===== src/rtl/sequenciador_uc.sv =====
// Multi-cycle fetch/decode/execute sequencer for the 8-bit accumulator processor.
// Owns PC, IR, A and B; drives the 16x8 synchronous RAM and the combinational ULA.
module sequenciador_uc #(
    parameter logic [3:0] RESET_PC        = 4'h0,
    parameter bit         HALT_ON_ILLEGAL = 1'b0
) (
    input  logic       clock,
    input  logic       reset_n,
    input  logic       run,
    input  logic       step,
    output logic [3:0] mem_addr,
    output logic [7:0] mem_wdata,
    output logic       mem_rd,
    output logic       mem_we,
    input  logic [7:0] mem_rdata,
    output logic [3:0] alu_op,
    output logic [7:0] alu_a,
    output logic [7:0] alu_b,
    input  logic [7:0] alu_result,
    output logic [7:0] reg_a,
    output logic [7:0] reg_b,
    output logic [3:0] pc,
    output logic [7:0] ir,
    output logic [2:0] state_dbg,
    output logic       retire,
    output logic       halted
);

    typedef enum logic [2:0] {
        S_IDLE    = 3'd0,
        S_FETCH   = 3'd1,
        S_FETCH_W = 3'd2,
        S_DECODE  = 3'd3,
        S_MEM_W   = 3'd4,
        S_HALT    = 3'd5
    } state_t;

    state_t     state_q, state_d;
    logic [3:0] pc_q, pc_d;
    logic [7:0] ir_q, ir_d;
    logic [7:0] a_q, a_d;
    logic [7:0] b_q, b_d;
    logic [3:0] op, opnd;
    logic       done;

    assign op        = ir_q[7:4];
    assign opnd      = ir_q[3:0];
    assign alu_op    = ir_q[7:4];
    assign alu_a     = a_q;
    assign alu_b     = b_q;
    assign mem_wdata = a_q;
    assign reg_a     = a_q;
    assign reg_b     = b_q;
    assign pc        = pc_q;
    assign ir        = ir_q;
    assign state_dbg = state_q;
    assign halted    = (state_q == S_HALT);

    // Strobes are decoded from the registered state so reset clears them at once.
    always_comb begin
        state_d  = state_q;
        pc_d     = pc_q;
        ir_d     = ir_q;
        a_d      = a_q;
        b_d      = b_q;
        mem_rd   = 1'b0;
        mem_we   = 1'b0;
        mem_addr = pc_q;
        retire   = 1'b0;
        done     = 1'b0;
        case (state_q)
            S_IDLE: begin
                if (run || step) state_d = S_FETCH;
            end
            S_FETCH: begin
                mem_rd  = 1'b1;
                state_d = S_FETCH_W;
            end
            S_FETCH_W: begin
                ir_d    = mem_rdata;
                pc_d    = pc_q + 4'd1;
                state_d = S_DECODE;
            end
            S_DECODE: begin
                done = 1'b1;
                case (op)
                    4'h1, 4'h3: begin
                        mem_rd   = 1'b1;
                        mem_addr = opnd;
                        state_d  = S_MEM_W;
                        done     = 1'b0;
                    end
                    4'h2: begin
                        mem_we   = 1'b1;
                        mem_addr = opnd;
                    end
                    4'h4, 4'h5, 4'h6, 4'h7: a_d = alu_result;
                    4'h8: a_d = {4'h0, opnd};
                    4'h9: pc_d = opnd;
                    4'hA: if (a_q == '0) pc_d = opnd;
                    4'hF: begin
                        state_d = S_HALT;
                        done    = 1'b0;
                    end
                    4'h0: ;
                    default: begin
                        if (HALT_ON_ILLEGAL) begin
                            state_d = S_HALT;
                            done    = 1'b0;
                        end
                    end
                endcase
            end
            S_MEM_W: begin
                mem_addr = opnd;
                if (op == 4'h1) a_d = mem_rdata;
                else            b_d = mem_rdata;
                done = 1'b1;
            end
            S_HALT: ;
            default: state_d = S_IDLE;
        endcase
        // Every retiring instruction chooses between next fetch and idle here.
        if (done) begin
            retire  = 1'b1;
            state_d = run ? S_FETCH : S_IDLE;
        end
    end

    always_ff @(posedge clock or negedge reset_n) begin
        if (!reset_n) begin
            state_q <= S_IDLE;
            pc_q    <= RESET_PC;
            ir_q    <= '0;
            a_q     <= '0;
            b_q     <= '0;
        end else begin
            state_q <= state_d;
            pc_q    <= pc_d;
            ir_q    <= ir_d;
            a_q     <= a_d;
            b_q     <= b_d;
        end
    end

endmodule


===== config.mk =====
export PLATFORM = sky130hd
export DESIGN_NAME = sequenciador_uc
export DESIGN_NICKNAME = d
export VERILOG_FILES = /design/src/rtl/sequenciador_uc.sv
export SDC_FILE = /design/constraint.sdc
export NUM_CORES = 1
export LEC_CHECK = 0
export BUFFER_PORTS_ARGS = -buffer_cell sky130_fd_sc_hd__buf_2
export CELL_PAD_IN_SITES_DETAIL_PLACEMENT = 0
export CELL_PAD_IN_SITES_GLOBAL_PLACEMENT = 1
export CORE_AREA = 2 2 98 62
export CTS_BUF_LIST = sky130_fd_sc_hd__clkbuf_16
export CTS_CLUSTER_SIZE = 40
export DETAILED_ROUTE_END_ITERATION = 8
export DIE_AREA = 0 0 100 64
export HOLD_SLACK_MARGIN = 0.05
export PLACE_DENSITY_LB_ADDON = 0.1
export RECOVER_POWER = 50
export SYNTH_ARGS = -nofsm -noshare
export SYNTH_HDL_FRONTEND = slang
export SYNTH_SLANG_ARGS = --single-unit

===== constraint.sdc =====
create_clock -name clock -period 2.5 [get_ports clock]
set_clock_uncertainty 0.2 [all_clocks]
set_input_delay 0.5 -clock clock [delete_from_list [all_inputs] [get_ports clock]]
set_output_delay 0.5 -clock clock [all_outputs]
set_load 0.1 [all_outputs]

==> results.py, run 1 <==
metrics = {
    "yosys": {
        "yosysTopAreaCell": "dfrtp_1",
        "synthDistinctLibCells": 42,
        "async_flop_share_pct": 100,
        "synth_area_sq_um": 1890,
        "synth_seq_area_share_pct": 41.0,
        "ys_top_cells_by_count": "dfrtp_1, buf_4, mux2_2",
        "ys_warn_count": 0,
        "avgSynthCellArea_sq_um": 11.1,
        "synthTopCellsByArea": "dfrtp_1, mux2_2, buf_4",
        "synth_nets": 191,
        "synth_most_common_cell": "dfrtp_1",
        "synth_top_cell_area_share_pct": 41.0,
        "synthCells": 170,
        "synth_edf_count": 0,
        "ys_ff_latch": 31,
        "synth-main-ff-cell": "dfrtp_1",
    },
    "detailed_routing": {
        "wl_per_cell_um": 16.3,
        "drc": 0,
        "drt_iter0_drc": 48,
        "route.vias.total": 1514,
        "vias_per_cell": 4.90,
        "drt_wl_total_um": 5040,
        "ant_nets": 0,
        "firstDrtPassIters": 5,
    },
    "setup_path": {
        "crit_buf_inv": 1,
        "arrival_ps": 1780,
        "cp.depth": 4,
        "reg2reg_to": "alu_b[3]$_DFFE_PN0P_",
        "required_ps": 1800,
        "crit_slowest_cell": "dfrtp_4",
        "path_delay_family": "flip-flops",
        "reg2reg_depth": 5,
        "setup.worst_path.class": "reg -> out",
        "r2r-start": "state_dbg[0]$_DFFE_PN0P_",
        "startpoint": "ir[4]$_DFFE_PN0P_",
        "ff2ff_setup_slack_ps": 210,
        "start_kind": "flip-flop",
        "critPathCapture": "mem_addr[2]",
        "slowest_delay_ps": 470,
        "cp_max_fo": 4,
        "worstPathCellList": "or2_4, a31oi_4, mux2_4, buf_12",
        "worstSetupEndpointType": "output port",
    },
    "placement": {
        "place_congestion": 0.765,
        "placed_cells": 295,
        "dp_slack_ps": 222,
        "dp.final_hpwl_um": 3700,
        "io_buffer_count": 86,
    },
    "status": {
        "status": "complete, but fails checks",
        "violations": "max-capacitance violations, max-slew violations",
    },
    "clock_network": {
        "clkTransAtPathRegs_ps": 50,
        "clock-sinks": 31,
        "htree_levels": 2,
        "cts-hold-fix-buffers": 0,
        "clock_latency_ps": 270,
        "cts_root_buf": "clkbuf_16",
        "cts_tree": "yes",
        "cts_buffers": 5,
        "clock_path_buffers": 2,
    },
    "timing": {
        "tightestPinTransition_ps": 1740,
        "fin_crit_ps": 2480,
        "timing.fmax_ghz": 0.403,
        "hold-worst-slack_ps": 296,
        "setup_viol": 0,
        "hold_viol_final": 0,
        "timing.final.crit_share_pct": 99.3,
        "relSlewSlack_pct": -16.0,
        "fin_ws_ps": 18.0,
        "timing.final.max_slew_violations": 32,
        "rsz0062_at_grt": "true",
    },
    "global_routing": {
        "grt_pass1_wl_um": 7900,
        "grtUsageTotal_pct": 16.2,
        "antenna_found_initial": 0,
        "grt_max_degree": 32,
        "overflow": 0,
        "grt_pass1_vias": 1498,
    },
    "cells_and_area": {
        "regArea_sq_um": 800,
        "final_nets": 260,
        "instances_no_fill": 309,
        "fillers": 543,
        "drive_above_1_share_pct": 55.8,
        "final_util_pct": 46.3,
        "antennaDiodeCount": 0,
        "multiInputGateArea_sq_um": 931,
        "area_delta_synth_final_pct": 34.0,
    },
    "floorplan": {
        "dieArea_sq_um": 6400,
        "num_io_pins": 87,
        "rows": 21,
        "die_h_um": 64,
        "coreArea_sq_um": 5470,
        "die_w_um": 100,
        "initial_core_util_pct": 34.6,
    },
    "run": {
        "cap_violations": 1,
    },
    "min_path": {
        "hold_class": "in -> reg",
    },
}
[layout by cell type, fill, tap and decap left out, types with 5 or more instances in the layout]
cell,instances
o21ai_0,7
dfrtp_1,24
dfrtp_4,6
buf_2,58
mux2_2,24
clkbuf_16,5
nand2_1,9
clkbuf_1,23
buf_12,7
buf_4,6
[worst reg2reg max path, stage by stage, from the launching register on]
cell,delay [ps]
dfrtp_4,480
clkbuf_1,150
nor3b_4,270
buf_4,270
a21boi_4,420
mux2_2,390
[final cells by class]
class	count	share of cell area, %
clock buffer	5	4.94
sequential	31	31.6
timing repair buffer	96	22.5
clock inverter	3	0.494
inverter	2	0.296
tap	69	3.41
multi-input combinational	103	36.8
[stage by stage]
step                setup TNS (ps)  cell area (sq um)
finish                           0               2530
global route                  -262               2530
CTS                          -5.37               2570
detailed placement               0               2390
global placement                 0               2390
floorplan                     -117               1990
[per-layer routing]
layer / global-route usage (%) / vias up / part of all wire (%)
met5: 0 / - / 0
met4: 4.79 / 0 / 0.58
met3: 4.27 / 4 / 5.4
met2: 24.7 / 52 / 46
met1: 22.6 / 736 / 48
li1: - / 722 / -
[kinds of logic after synthesis]
logic type,count (synthesis),synth area share [%]
simple gates,38,12.6
buf+inv,36,13.2
mux,33,19.4
flops,31,41.0
compound gates,30,12.6
xor+xnor,1,0.463
fa+ha+maj,1,0.662
[worst min path at each step]
stage,from,endpoint,cells past startpoint
6_report,mem_rdata[2],alu_b[2]$_DFFE_PN0P_,2
5_1_grt,mem_rdata[2],alu_b[2]$_DFFE_PN0P_,2
4_1_cts,reset_n,alu_b[3]$_DFFE_PN0P_,1
3_5_place_dp,alu_b[6]$_DFFE_PN0P_,alu_b[6]$_DFFE_PN0P_,1
3_3_place_gp,alu_b[4]$_DFFE_PN0P_,alu_b[4]$_DFFE_PN0P_,1
2_1_floorplan,reset_n,alu_a[0]$_DFFE_PN0P_,0
[what timing repair did]
action / in CTS / in global routing
setup buffers: 6 / 0
setup endpoints to repair: 4 / 5
resized for setup: 2 / 1
pin swaps: 1 / 0
[flip-flops by register name (all words and copies together) (netlist names)]
name / cells
alu_a: 8
alu_b: 8
ir: 8
pc: 4
state_dbg: 3
Power of run 1 is not shown: default switching activity piles up to over one toggle a cycle in this logic, so the estimate is an artifact.
==> run 2, diff against run 1 <==
- clock period: 2.5 -> 2.8 ns (I/O delays scaled with it)
==> run 2 against run 1 <==
Effect of this change:
- the run still ends with max-capacitance violations, max-slew violations left
- cell count fell by 1.9%
- worst hold slack improved by 36 ps
- wire length fell by 3.0%
- register-to-register slack improved by 240 ps
- critical path depth rose by 1
- sequential share of layout area rose by 1.3 points
- final area fell by 5.8%
- non-clock buffer count fell by 6
- largest cell class unchanged
- highest routed layer unchanged
- die area did not move
==> results.py, run 2 (synthesis gave the netlist of run 1 again) <==
metrics = {
    "placement": {
        "dp.final_hpwl_um": 3620,
        "placed_cell_area_sq_um": 2280,
        "placed_cells": 295,
        "dp_slack_ps": 402,
        "io_buffer_count": 86,
        "place_congestion": 0.763,
    },
    "cells_and_area": {
        "antennaDiodeCount": 0,
        "final_nets": 254,
        "multiInputGateArea_sq_um": 881,
        "layout_common_cells": "buf_2, mux2_2, dfrtp_1",
        "drive_above_1_share_pct": 53.0,
        "fillers": 561,
        "instances_no_fill": 303,
        "regArea_sq_um": 783,
        "area_delta_synth_final_pct": 26.1,
        "final_area_sq_um": 2380,
        "mostFrequentLayoutCell": "buf_2",
    },
    "detailed_routing": {
        "drc": 0,
        "vias_per_cell": 4.90,
        "firstDrtPassIters": 4,
        "wl_per_cell_um": 16.1,
        "route.vias.total": 1486,
        "drt_wl_total_um": 4890,
        "drt_iter0_drc": 35,
        "ant_nets": 0,
    },
    "global_routing": {
        "overflow": 0,
        "grt_pass1_wl_um": 7890,
        "grt_pass1_vias": 1458,
        "grt_max_degree": 32,
        "grtUsageTotal_pct": 16.0,
        "antenna_found_initial": 0,
    },
    "timing": {
        "fin_ws_ps": 102,
        "hold_viol_final": 0,
        "fin_crit_ps": 2700,
        "rsz0062_at_grt": "false",
        "timing.fmax_ghz": 0.371,
        "relSlewSlack_pct": -16.0,
        "setup_viol": 0,
        "timing.final.max_slew_violations": 32,
        "timing.final.crit_share_pct": 96.4,
        "tightestPinTransition_ps": 1740,
        "finalSetupTns_ps": 0,
    },
    "clock_network": {
        "htree_levels": 2,
        "cts_buffers": 5,
        "cts_resized": 0,
        "clock_latency_ps": 270,
        "clock-sinks": 31,
        "cts-hold-fix-buffers": 0,
        "clock_path_buffers": 2,
        "postCtsSetupBuffers": 0,
        "clkTransAtPathRegs_ps": 50,
        "cts_root_buf": "clkbuf_16",
        "cts_tree": "yes",
    },
    "setup_path": {
        "worstPathCellList": "and3b_1, a31oi_1, buf_4, mux2_2, buf_12",
        "cp_max_fo": 11,
        "crit_slowest_cell": "dfrtp_1",
        "required_ps": 2040,
        "setup.worst_path.class": "reg -> out",
        "slowest_delay_ps": 540,
        "worstSetupEndpointType": "output port",
        "start_kind": "flip-flop",
        "arrival_ps": 1940,
    },
    "floorplan": {
        "die_h_um": 64,
        "coreArea_sq_um": 5470,
        "die_w_um": 100,
        "initial_core_util_pct": 34.6,
        "rows": 21,
        "dieArea_sq_um": 6400,
        "num_io_pins": 87,
    },
    "status": {
        "violations": "max-capacitance violations, max-slew violations",
        "status": "complete, but fails checks",
    },
    "min_path": {
        "hold_class": "reg -> reg",
    },
    "run": {
        "cap_violations": 1,
    },
}
run 2: final timing paths:
path,from,end,slack [ps],cells after the start
max reg2reg,state_dbg[1]$_DFFE_PN0P_,pc[1]$_DFFE_PN0P_,450,5
min in group asynchronous,reset_n,alu_b[2]$_DFFE_PN0P_,540,1
min reg2reg,alu_b[3]$_DFFE_PN0P_,alu_b[3]$_DFFE_PN0P_,330,1
max in group asynchronous,reset_n,state_dbg[0]$_DFFE_PN0P_,720,1
max,state_dbg[1]$_DFFE_PN0P_,mem_addr[1],100,5
min,alu_b[3]$_DFFE_PN0P_,alu_b[3]$_DFFE_PN0P_,330,1
run 2: area by class of cell:
type                            instances  area share [%]
Multi-Input combinational cell        103            36.9
Sequential cell                        31            32.8
Timing Repair Buffer                   90            20.6
Clock buffer                            5            5.25
Tap cell                               69            3.62
Clock inverter                          3           0.472
Inverter                                2           0.315
run 2: layer usage:
layer | up-vias | wire (um) | track usage, %
met1 | 723 | 2500 | 23.5
met5 | - | 0 | 0
met3 | 5 | 326 | 5.14
met4 | 0 | 34 | 4.62
li1 | 708 | - | -
met2 | 50 | 2020 | 22.4
run 2: critical path: cells and delay by family (launching register included):
family / cells / cell delay (ps)
DFF: 1 / 540
AOI/OAI and AO/OA: 1 / 150
and+or+nand+nor: 1 / 280
buffers and inverters: 2 / 340
muxes: 1 / 360
run 2: through the flow:
stage,util [%],hold slack [ps]
after detailed placement,41.7,320
final,43.6,331
after global routing,43.6,354
after floorplan,-,64.4
after global placement,41.7,302
after CTS,44.2,193
Power of run 2 is left out for the same reason.
==> run 3, diff against run 2 <==
- clock period: 2.8 -> 2.55 ns (I/O delays scaled with it)
==> run 3 against run 2 <==
Effect of this change:
- the flow now finishes without violations
- sequential share of layout area down 1.5 points
- worst hold slack worse by 230 ps
- final area grew 7.0%
- critical endpoint is now mem_addr[2]
==> results.py, run 3 (synthesis gave the netlist of run 1 again) <==
metrics = {
    "setup_path": {
        "cp_max_fo": 4,
        "reg2reg_to": "pc[1]$_DFFE_PN0P_",
        "arrival_ps": 1800,
        "startpoint": "ir[4]$_DFFE_PN0P_",
        "worstSetupEndpointType": "output port",
        "required_ps": 1840,
        "setup.worst_path.class": "reg -> out",
        "reg2reg_depth": 6,
        "start_kind": "flip-flop",
        "r2r-start": "state_dbg[0]$_DFFE_PN0P_",
        "ff2ff_setup_slack_ps": 300,
    },
    "global_routing": {
        "grtUsageTotal_pct": 15.6,
        "overflow": 0,
        "antenna_found_initial": 0,
        "grt_max_degree": 32,
        "grt_pass1_wl_um": 7630,
        "grt_pass1_vias": 1445,
    },
    "detailed_routing": {
        "wl_per_cell_um": 15.8,
        "firstDrtPassIters": 4,
        "drc": 0,
        "route.vias.total": 1503,
        "ant_nets": 0,
        "drt_wl_total_um": 4850,
        "vias_per_cell": 4.90,
        "drt_iter0_drc": 27,
    },
    "clock_network": {
        "cts_tree": "yes",
        "clock_latency_ps": 270,
        "clock-sinks": 31,
        "clock_path_buffers": 2,
        "cts_root_buf": "clkbuf_16",
        "cts-hold-fix-buffers": 0,
        "cts_buffers": 5,
        "htree_levels": 2,
        "clkTransAtPathRegs_ps": 50,
    },
    "floorplan": {
        "die_w_um": 100,
        "rows": 21,
        "die_h_um": 64,
        "num_io_pins": 87,
        "coreArea_sq_um": 5470,
        "dieArea_sq_um": 6400,
        "initial_core_util_pct": 34.6,
    },
    "timing": {
        "timing.fmax_ghz": 0.398,
        "relSlewSlack_pct": 22.6,
        "timing.final.crit_share_pct": 98.5,
        "fin_crit_ps": 2510,
        "setup_viol": 0,
        "rsz0062_at_grt": "true",
        "hold_viol_final": 0,
        "hold-worst-slack_ps": 97.0,
        "tightestPinTransition_ps": 1170,
        "timing.final.max_slew_violations": 0,
    },
    "run": {
        "cap_violations": 0,
    },
    "placement": {
        "placed_cells": 296,
        "dp.final_hpwl_um": 3610,
        "io_buffer_count": 86,
        "place_congestion": 0.758,
    },
    "cells_and_area": {
        "layout_common_cells": "buf_2, mux2_2, dfrtp_1",
        "drive_above_1_share_pct": 61.3,
        "mostFrequentLayoutCell": "buf_2",
        "final_nets": 258,
        "antennaDiodeCount": 0,
        "instances_no_fill": 307,
        "area_delta_synth_final_pct": 34.9,
    },
    "min_path": {
        "hold_class": "in -> async",
    },
    "status": {
        "status": "finished, final reports clean",
    },
}
## run 3: worst max-delay path by stage
stage,depth (start not counted),to,slack (ps)
2_1_floorplan,3,mem_rd,-30
3_3_place_gp,4,mem_addr[3],250
3_5_place_dp,4,mem_addr[2],230
4_1_cts,4,mem_addr[2],10
5_1_grt,4,mem_addr[2],-7
6_report,4,mem_addr[2],40
## run 3: metal layers
| metal | part of all wire [%] | up-vias | GRT usage, % |
|---|---|---|---|
| met1 | 49 | 735 | 22.2 |
| met3 | 5.2 | 5 | 4.27 |
| met5 | 0 | - | 0 |
| met2 | 44 | 43 | 22.9 |
| met4 | 1.1 | 0 | 5.14 |
| li1 | - | 720 | - |
## run 3: cell type report
| type | instances | area [sq um] |
|---|---|---|
| flip-flops and latches | 31 | 800 |
| multi-input cells | 103 | 927 |
| inverters | 2 | 7.51 |
| well taps | 69 | 86.3 |
| repair buffers | 94 | 593 |
| clock inverters | 3 | 12.5 |
| clock buffers | 5 | 125 |
| fillers | 513 | 2910 |
## run 3: through the flow
step | area [sq um] | setup slack [ps] | util, % | TNS [ps]
5_1_grt | 2550 | -7.30 | 46.7 | -7.30
6_report | 2550 | 39.1 | 46.7 | 0
2_1_floorplan | 1990 | -32.5 | - | -32.5
4_1_cts | 2560 | 11.8 | 46.8 | 0
3_3_place_gp | 2390 | 252 | 43.8 | 0
3_5_place_dp | 2390 | 233 | 43.8 | 0
## run 3: critical path, stage by stage, from the launching register on
cell,delay [ps]
dfrtp_4,470
or2_4,240
a31oi_4,300
mux2_4,350
buf_12,170
## run 3: repair_timing
item | CTS | global route
buffers inserted | 2 | 1
setup endpoints to repair | 4 | 5
gates resized for setup | 1 | 1
pin swaps | 1 | 0
Power of run 3 is left out for the same reason.
